### config.mk
export PLATFORM = sky130hd
export DESIGN_NAME = gate_arbiter
export DESIGN_NICKNAME = d
export VERILOG_FILES = /design/src/rtl/gate_arbiter.sv
export SDC_FILE = /design/constraint.sdc
export NUM_CORES = 1
export LEC_CHECK = 0
export ABC_AREA = 1
export CORE_UTILIZATION = 23
export CTS_CLUSTER_DIAMETER = 40
export DETAILED_ROUTE_END_ITERATION = 8
export GPL_TIMING_DRIVEN = 0
export PLACE_DENSITY = 0.54
export SETUP_SLACK_MARGIN = 0.5
export SKIP_LAST_GASP = 1
export SLEW_MARGIN = 20
export SYNTH_ARGS = -nofsm -noshare
export SYNTH_HDL_FRONTEND = slang
export SYNTH_SLANG_ARGS = --single-unit
export TNS_END_PERCENT = 50
### constraint.sdc
create_clock -name clk -period 1.9 [get_ports clk]
set_input_delay 0.19 -clock clk [delete_from_list [all_inputs] [get_ports clk]]
set_output_delay 0.19 -clock clk [all_outputs]
set_load 0.01 [all_outputs]
### src/rtl/gate_arbiter.sv
// rtl/gate_arbiter.sv - round-robin arbiter in front of one shared 2-input gate unit
// Each grant takes two cycles: IDLE picks and latches a requester, EXEC evaluates and retires it.
module gate_arbiter (
  input  logic       clk,
  input  logic       rst_n,
  input  logic [3:0] req,
  input  logic [3:0] a,
  input  logic [3:0] b,
  input  logic [7:0] op,
  output logic [3:0] gnt,
  output logic       y,
  output logic       y_valid,
  output logic [1:0] y_id,
  output logic [7:0] done_cnt
);

  typedef enum logic {IDLE, EXEC} state_t;

  state_t     state, state_d;
  logic [1:0] rr_ptr, rr_ptr_d;
  logic [1:0] id_q, id_d;
  logic [1:0] op_q, op_d;
  logic       a_q, a_d, b_q, b_d;
  logic [3:0] gnt_d;
  logic       y_d, y_valid_d;
  logic [1:0] y_id_d;
  logic [7:0] done_cnt_d;
  logic [1:0] win, idx;
  logic       found;
  logic       gate_out;

  // First requester at or above rr_ptr, wrapping modulo 4.
  always_comb begin
    win   = rr_ptr;
    idx   = rr_ptr;
    found = 1'b0;
    for (int k = 0; k < 4; k++) begin
      idx = rr_ptr + 2'(k);
      if (!found && req[idx]) begin
        win   = idx;
        found = 1'b1;
      end
    end
  end

  always_comb begin
    case (op_q)
      2'b00:   gate_out = ~(a_q | b_q);
      2'b01:   gate_out = ~(a_q & b_q);
      2'b10:   gate_out = a_q ^ b_q;
      default: gate_out = ~(a_q ^ b_q);
    endcase
  end

  always_comb begin
    state_d    = state;
    rr_ptr_d   = rr_ptr;
    id_d       = id_q;
    op_d       = op_q;
    a_d        = a_q;
    b_d        = b_q;
    gnt_d      = 4'b0000;
    y_d        = y;
    y_valid_d  = 1'b0;
    y_id_d     = y_id;
    done_cnt_d = done_cnt;
    case (state)
      IDLE: begin
        if (found) begin
          gnt_d   = 4'b0001 << win;
          a_d     = a[win];
          b_d     = b[win];
          op_d    = op[{win, 1'b0} +: 2];
          id_d    = win;
          state_d = EXEC;
        end
      end
      default: begin
        y_d        = gate_out;
        y_valid_d  = 1'b1;
        y_id_d     = id_q;
        rr_ptr_d   = id_q + 2'd1;
        done_cnt_d = done_cnt + 8'd1;
        state_d    = IDLE;
      end
    endcase
  end

  always_ff @(posedge clk or negedge rst_n) begin
    if (!rst_n) begin
      state    <= IDLE;
      rr_ptr   <= 2'd0;
      id_q     <= 2'd0;
      op_q     <= 2'd0;
      a_q      <= 1'b0;
      b_q      <= 1'b0;
      gnt      <= 4'b0000;
      y        <= 1'b0;
      y_valid  <= 1'b0;
      y_id     <= 2'd0;
      done_cnt <= 8'd0;
    end else begin
      state    <= state_d;
      rr_ptr   <= rr_ptr_d;
      id_q     <= id_d;
      op_q     <= op_d;
      a_q      <= a_d;
      b_q      <= b_d;
      gnt      <= gnt_d;
      y        <= y_d;
      y_valid  <= y_valid_d;
      y_id     <= y_id_d;
      done_cnt <= done_cnt_d;
    end
  end

endmodule
==> metrics.yaml, run 1 <==
dp_slack_ps: -20.8
netlist_area_um2: 1670
cts_sinks: 25
yosysSeqAreaShare: 0.375
grt_pass1_wl_mm: 6.51
rsz0062_at_grt: "yes"
outcome: "finished clean"
whs_ps: 442
antenna_left: 0
via_per_inst: 4.23
ir_drop_v: 0.000563
antenna_found_initial: 0
power_density_nw_per_um2: 1870
fin_nets: 311
critical-path-top-delay-family: "simple AND/OR/NAND/NOR gates"
grt.total_usage: 0.107
gp_congestion: 0.754
clkTransAtPathRegs_ps: 90
synth_seq_cells: 25
critPathCaptureType: "register"
dp_hpwl_mm: 2.87
grt-ovfl-total: 0
min_period_ps: 1840
rows: 30
portBuffers: 37
die_y_um: 87.1
synthCells: 220
synth_nets: 245
remaining_drc_errors: 0
antenna_cells: 0
critical_path_class: "register to register"
clock.fmax_ghz: 0.543
drtIter0Drc: 46
cts_buffer_depth: 2
io_pins: 38
dp.cells: 353
synth_area_per_cell_um2: 7.58
fin_cells: 381
crit_chain: "inv_2, buf_8, nand2_2, nand2_2, nand2_2, nand2_4, nor2_4, buf_4, nand2_2, o21ai_4, inv_4, nand2_2, nand2_1"
clkPwrFrac: 0.066
die_x_um: 87.1
ys_warn_count: 0
worstPathArrival_ps: 2000
tns_ps: 0
avgRoutedWirePerCell_um: 10.8
cts_root_buf: "clkbuf_8"
areaGrowthSynthToFinish_pct: 52.5
hp-class: "primary input to asynchronous set/reset pin"
grt_max_degree: 26
cts-buffers-inserted: 3
max_stage_delay_ps: 430
swShare: 0.477
layout_setup_ws_ps: 59.1
clk_latency_ps: 270
maxSlewViolCount: 0
min_period_over_period: 0.969
grt_pass1_vias: 1476
crit_required_ps: 2050
cp_num_buf_inv: 4
dr.pass1.iters: 4
fillers: 754
fin_worst_skew_ps: 9.59
crit_slowest_cell: "dfrtp_2"
startpoint_type: "register"
hold_viol: 0
p_seq_frac: 0.197
die_area_um2: 7590
cts_max_level: 1
p_sw_mw: 2.27
finalSetupViolations: 0
power.leakage_nw: 1.24
start_util: 0.241
max_slew_margin: 0.636
maxCapViolCount: 0
p_total_mw: 4.76
ys_types: 24
cp_common_cell: "nand2_2"
core_area_um2: 6910
drive_above_1_share: 0.305
cts_tree: "built"
p_int_mw: 2.49
cp_max_fo: 8
tightest_slew_ps: 546
via_count: 1612
combPwrFrac: 0.737
routed_wl_mm: 4.10
## layer usage
| layer | vias to the layer above | track usage | part of all wire |
|---|---|---|---|
| li1 | 833 | - | - |
| met3 | 2 | 0.0123 | 0.029 |
| met1 | 744 | 0.141 | 0.47 |
| met2 | 33 | 0.185 | 0.49 |
| met5 | - | 0 | 0 |
| met4 | 0 | 0.0313 | 0.0061 |
## layout by cell type (no fill, tap or decap), types with 2 or more instances in the layout
cell             instances
nand4_4                  3
inv_2                    2
nand2_4                  8
dfrtp_1                 24
nand3_2                 11
clkbuf_8                 4
nor2_1                   4
o21ai_0                  4
buf_12                   2
clkdlybuf4s50_1         36
inv_1                   15
buf_6                    3
buf_4                   18
nand2_1                 78
o211ai_1                 2
o21a_1                   2
nand2_2                 24
nand3_1                 22
ha_1                     3
xor2_1                   6
## sequential cells by signal, indices dropped and copies added (netlist names)
register  flops
a_q           1
b_q           1
done_cnt      8
gnt           4
id_q          2
op_q          2
rr_ptr        2
state         1
y             1
y_id          2
y_valid       1
## timing repair
item | CTS | global route
endpoints found under the hold margin | 25 | 0
endpoints found under the setup margin | 18 | 24
gates resized for setup | 16 | 21
gates cloned | 1 | 1
pin swaps | 10 | 13
hold buffers | 1 | 0
setup buffers | 16 | 5
## Yosys cell counts (all sizes together)
cell	n	area share
buf	2	0.011
clkbuf	2	0.011
dfrtp	25	0.38
ha	3	0.023
inv	19	0.044
nand2	109	0.29
nand3	33	0.11
nand4	3	0.038
nor2	6	0.018
nor3	2	0.0060
o211ai	2	0.0090
o21a	2	0.0090
o21ai	5	0.022
xnor2	1	0.0053
xor2	6	0.032
## final timing paths
| kind | from | endpoint | slack (ps) | depth (start not counted) |
|---|---|---|---|---|
| worst min-delay path | rst_n | gnt[3] | 440 | 2 |
| worst max-delay path | rr_ptr[0] | id_q[0] | 60 | 13 |
| max in group asynchronous | rst_n | rr_ptr[0] | 1060 | 2 |
| worst min register to register | done_cnt[7] | done_cnt[7] | 470 | 1 |
| min in group clk | done_cnt[7] | done_cnt[7] | 470 | 1 |
| worst max register to register | rr_ptr[0] | id_q[0] | 60 | 13 |
## worst register-to-register path: stages, from the launching register on
cell and delay (ps):
dfrtp_2 430, inv_2 80, buf_8 140, nand2_2 50
nand2_2 60, nand2_2 80, nand2_4 70, nor2_4 200
buf_4 150, nand2_2 50, o21ai_4 200, inv_4 80
nand2_2 90, nand2_1 60
## logic make-up (layout without fill, tap and decap cells)
| group | after synthesis | count (layout) | share of synthesized area |
|---|---|---|---|
| and+or+nand+nor | 153 | 155 | 0.459 |
| DFF | 25 | 25 | 0.375 |
| buffers and inverters | 23 | 86 | 0.0661 |
| AOI/OAI and AO/OA | 9 | 9 | 0.0398 |
| xor gates and xnor gates | 7 | 7 | 0.0368 |
| adders and majority gates | 3 | 3 | 0.0225 |
## layout make-up
class | count | area, um^2 | share of cell area
buffer | 4 | 51.3 | 0.0202
clock buffer | 3 | 41.3 | 0.0162
clock inverter | 1 | 7.51 | 0.00295
inverter | 19 | 78.8 | 0.0310
multi-input combinational | 174 | 1050 | 0.415
sequential | 25 | 627 | 0.247
tap | 96 | 120 | 0.0473
timing repair buffer | 59 | 562 | 0.221
## metrics by stage
stage | utilization | cell area (um^2)
global placement | 0.314 | 2170
global route | 0.368 | 2540
floorplan | - | 1680
detailed placement | 0.313 | 2160
finish | 0.368 | 2540
CTS | 0.350 | 2420
## power groups by stage
stage | registers, mW | logic (mW) | clock network, mW
floorplan | 0.972 | 1.91 | 0
global placement | 0.940 | 2.61 | 0
detailed placement | 0.945 | 2.65 | 0
CTS | 0.934 | 3.24 | 0.330
global route | 0.968 | 3.89 | 0.347
finish | 0.936 | 3.51 | 0.314
No activity file was read; power rests on OpenSTA's default activity.
==> run 2: changes to the inputs <==
Settings changed: CORE_MARGIN set to 2.
Clock period 1.9 ns to 1.93 ns, I/O delays scaled along.
==> run 2 against run 1 <==
- non-clock buffer count grew 2
- power shrank 0.63%
- global-route usage is essentially flat
- first-iteration DRC count grew 6.5%
- clock power shrank 3%
- critical path depth grew 1
- critical path type unchanged
==> metrics.yaml, run 2 (synthesis results as in run 1) <==
cts-buffers-inserted: 3
cts_buffer_depth: 2
tightest_slew_ps: 557
fin_cells: 386
via_per_inst: 4.25
remaining_drc_errors: 0
portBuffers: 37
critPathCaptureType: "register"
grt-ovfl-total: 0
min_period_ps: 1860
fillers: 774
placed_cell_area_um2: 2170
antenna_cells: 0
via_count: 1639
dr_wl_met2_mm: 2.11
cp_max_fo: 5
critPathLaunch: "rr_ptr[0]"
r2r_end: "a_q"
fin_nets: 313
gp_congestion: 0.757
reg2reg_depth: 14
r2r_setup_slack_ps: 70
areaGrowthSynthToFinish_pct: 56.9
cts_tree: "built"
clkTransAtPathRegs_ps: 80
outcome: "finished clean"
die_area_um2: 7940
maxCapViolCount: 0
power.leakage_nw: 1.28
dp.cells: 356
routed_wl_mm: 4.13
fin_worst_skew_ps: 3.35
drtIter0Drc: 49
grt_pass1_vias: 1563
die_y_um: 89.1
power_density_nw_per_um2: 1810
highest_layer: "met4"
crit_required_ps: 2100
critical_path_class: "register to register"
die_x_um: 89.1
dr.pass1.iters: 4
layout_commonest_cell: "nand2_1"
start_util: 0.234
r2r-start: "rr_ptr[0]"
antenna_found_initial: 0
finalSetupViolations: 0
clock.fmax_ghz: 0.538
dp_slack_ps: 12.4
multi_input_area_um2: 1110
route.met3.wl_um: 115
drive_above_1_share: 0.331
worstPathArrival_ps: 2030
avgRoutedWirePerCell_um: 10.7
largest_reg_flops: 8
dp_hpwl_mm: 2.90
clk_latency_ps: 270
rsz0062_at_grt: "yes"
final_design_area_no_fill_um2: 2620
grt.total_usage: 0.107
cts_max_level: 1
most-common-layout-cells: "nand2_1 (72), clkdlybuf4s50_1 (36), nand2_2 (24), dfrtp_1 (24)"
ir_drop_v: 0.000757
core_area_um2: 7140
rows: 31
grt_pass1_wl_mm: 6.78
grt_max_degree: 26
startpoint_type: "register"
hold_viol: 0
top_register: "done_cnt"
hp-class: "primary input to asynchronous set/reset pin"
layout_setup_ws_ps: 71.1
cts_root_buf: "clkbuf_8"
register_area_um2: 627
reg.largest.list: "done_cnt x8, gnt x4"
min_period_over_period: 0.963
maxSlewViolCount: 0
post-route-util: 0.366
antenna_left: 0
drt-met1-wl_mm: 1.87
max_slew_margin: 0.629
cts_sinks: 25
io_pins: 38
[run 2: area by class of cell]
type	count	share of cell area
well taps	99	0.0474
multi-input cells	174	0.426
repair buffers	61	0.217
flip-flops and latches	25	0.240
clock buffers	4	0.0172
plain buffers	4	0.0201
inverters	19	0.0321
[run 2: metrics by stage]
step,setup TNS [ps],power [mW],hold WS [ps]
after detailed placement,0,3.54,219
final,0,4.73,447
after global routing,-224,5.20,495
after floorplan,0,2.83,-103
after CTS,0,4.22,414
after global placement,0,3.50,381
[run 2: how the worst max path moves through the flow]
stage               to  slack [ps]
2_1_floorplan   gnt[0]         300
3_3_place_gp       a_q          30
3_5_place_dp   op_q[0]          10
4_1_cts        op_q[0]         110
5_1_grt            b_q         -70
6_report           a_q          70
[run 2: metal layers]
| metal | track usage | vias up |
|---|---|---|
| met1 | 0.140 | 762 |
| met3 | 0.0102 | 4 |
| li1 | - | 839 |
| met2 | 0.189 | 34 |
| met4 | 0.0271 | 0 |
| met5 | 0 | - |
[run 2: worst max-delay path, cell delays in order, from the launching register on]
cell and delay, ps:
dfrtp_2 470, buf_6 150, nand2_2 70, nand2_2 110
nand2_4 80, nand2_4 70, nor2_4 170, buf_4 150
nand4_4 120, nand3_1 110, nand2_1 60, nand2_1 50
nand2_1 60, nand2_1 60, nand2_1 40
[run 2: where the power goes]
part           internal [mW]  switching, mW  total [mW]
registers              0.758          0.173       0.931
clock network          0.147          0.157       0.305
logic                   1.52           1.97        3.49
[run 2: what timing repair did]
item | CTS | global route
gates resized for setup | 10 | 45
setup endpoints to repair | 15 | 22
pin swaps | 13 | 19
gates cloned | 2 | 0
setup buffers | 9 | 14
hold buffers | 1 | 0
endpoints found under the hold margin | 25 | 0
==> run 3: changes to the inputs <==
Settings changed: PLACE_DENSITY 0.54 to 0.55.
Clock period 1.93 ns to 1.6 ns, I/O delays scaled along.
==> run 3 against run 2 <==
- the run now ends with setup timing left
- clock power up 21%
- worst setup slack got worse by 360 ps
- clock skew is 1.6 ps higher
- design area increased by 5.8%
- global-route usage shrank 0.42 points
- critical path depth rose by 1
- combinational power grew 31%
- largest cell class unchanged
- largest power group unchanged
==> metrics.yaml, run 3 (synthesis results as in run 1) <==
gp_congestion: 0.779
outcome: "complete, but fails checks"
power_density_nw_per_um2: 2170
worstPathArrival_ps: 2050
max_stage_delay_ps: 470
dp_slack_ps: -284
rsz0062_at_grt: "yes"
violations: "setup timing"
fin_nets: 324
fin_worst_skew_ps: 4.94
antenna_found_initial: 0
reg.largest.list: "done_cnt x8, gnt x4"
hp-class: "primary input to asynchronous set/reset pin"
layout_setup_ws_ps: -289
cp_common_cell: "nand2_1"
via_count: 1655
critPathCaptureType: "register"
fillers: 758
tightest_slew_ps: 554
cts_root_buf: "clkbuf_8"
clkTransAtPathRegs_ps: 90
startpoint_type: "register"
grt_max_degree: 26
reg2reg_depth: 15
remaining_drc_errors: 0
drt-met1-wl_mm: 2.02
hold_viol: 0
routed_wl_mm: 4.39
grt-ovfl-total: 0
drive_above_1_share: 0.379
maxSlewViolCount: 0
crit_chain: "inv_4, buf_8, nand2_4, nand2_4, nand2_2, nand2_4, buf_12, nand4_4, buf_6, nand3_2, nand2_1, nand2_1, nand2_1, nand2_1, nand2_1"
cts_max_level: 1
portBuffers: 37
dp_hpwl_mm: 2.89
critical_path_class: "register to register"
cts-buffers-inserted: 3
cp_max_fo: 8
min_period_ps: 1890
cts_sinks: 25
die_x_um: 89.1
most-common-layout-cells: "nand2_1 (74), clkdlybuf4s50_1 (27), buf_4 (27), dfrtp_1 (24), nand2_2 (22)"
areaGrowthSynthToFinish_pct: 66.0
finalSetupViolations: 11
dr.pass1.iters: 4
via_per_inst: 4.17
antenna_left: 0
layout_commonest_cell: "nand2_1"
io_pins: 38
rows: 31
dr_wl_met2_mm: 2.22
avgRoutedWirePerCell_um: 11.1
register_area_um2: 627
crit_required_ps: 1770
clock.fmax_ghz: 0.529
top_register: "done_cnt"
core_area_um2: 7140
route.met3.wl_um: 124
r2r_setup_slack_ps: -290
cts_tree: "built"
r2r_end: "b_q"
die_area_um2: 7940
critPathLaunch: "rr_ptr[0]"
largest_reg_flops: 8
start_util: 0.234
max_slew_margin: 0.631
r2r-start: "rr_ptr[0]"
power.leakage_nw: 1.44
maxCapViolCount: 0
cp-endpoint: "b_q"
crit_slowest_cell: "dfrtp_2"
whs_ps: 413
grt.total_usage: 0.103
drtIter0Drc: 17
cts_buffer_depth: 2
clk_latency_ps: 260
min_period_over_period: 1.18
ir_drop_v: 0.000732
die_y_um: 89.1
multi_input_area_um2: 1140
antenna_cells: 0
grt_pass1_wl_mm: 6.58
grt_pass1_vias: 1492
highest_layer: "met4"
[run 3: changes by cell type in the layout (fill, tap and decap cells not counted), moves of 3 or more]
| cell | previous run | this run |
|---|---|---|
| clkdlybuf4s50_1 | 36 | 27 |
| buf_4 | 20 | 27 |
| dlymetal6s2s_1 | 0 | 5 |
| dlygate4sd2_1 | 0 | 4 |
| nand3_1 | 20 | 16 |
| nand3_2 | 13 | 17 |
| buf_6 | 4 | 7 |
| nor2_1 | 5 | 2 |
[run 3: layout make-up]
class,instances,share of cell area
plain buffers,4,0.0194
clock buffers,4,0.0163
inverters,19,0.0303
multi-input cells,173,0.412
flip-flops and latches,25,0.227
well taps,99,0.0448
repair buffers,73,0.251
[run 3: what timing repair did]
action,CTS,global route
endpoints found under the hold margin,25,0
hold buffers,1,0
buffers inserted,20,15
cloned,1,0
resized for setup,33,39
setup endpoints to repair,36,35
pin swaps,15,34
[run 3: worst min-delay path by stage]
stage | from | to | slack, ps
floorplan | rst_n | a_q | -140
global placement | state | y_valid | 380
detailed placement | rst_n | done_cnt[0] | 190
CTS | rst_n | done_cnt[2] | 440
global route | rst_n | done_cnt[1] | 480
finish | rst_n | done_cnt[0] | 410
[run 3: per-stage QoR]
stage / cells / total power [mW] / util / area, um^2 / TNS, ps
after floorplan: 220 / 3.42 / - / 1680 / -124
after global placement: 356 / 4.25 / 0.305 / 2180 / -2620
after detailed placement: 356 / 4.30 / 0.305 / 2170 / -2740
after CTS: 382 / 5.49 / 0.352 / 2510 / -1700
after global routing: 397 / 6.55 / 0.388 / 2770 / -3530
final: 397 / 6.01 / 0.388 / 2770 / -2530
[run 3: power by group]
part | internal, mW | total, mW | leakage, nW | switching [mW]
Clock | 0.178 | 0.370 | 0.0228 | 0.192
Combinational | 2.06 | 4.56 | 1.10 | 2.49
Sequential | 0.914 | 1.09 | 0.313 | 0.174
Total | 3.15 | 6.01 | 1.44 | 2.86
[run 3: routing by layer]
layer / vias up / global-route usage
li1: 858 / -
met1: 769 / 0.134
met2: 26 / 0.183
met3: 2 / 0.00739
met4: 0 / 0.0271
met5: - / 0
[run 3: critical path, delay by kind of cell, from the launching register on]
kind                   cells  cell delay [ps]
AND/OR/NAND/NOR           11              790
buffers and inverters      4              520
flip-flops                 1              470
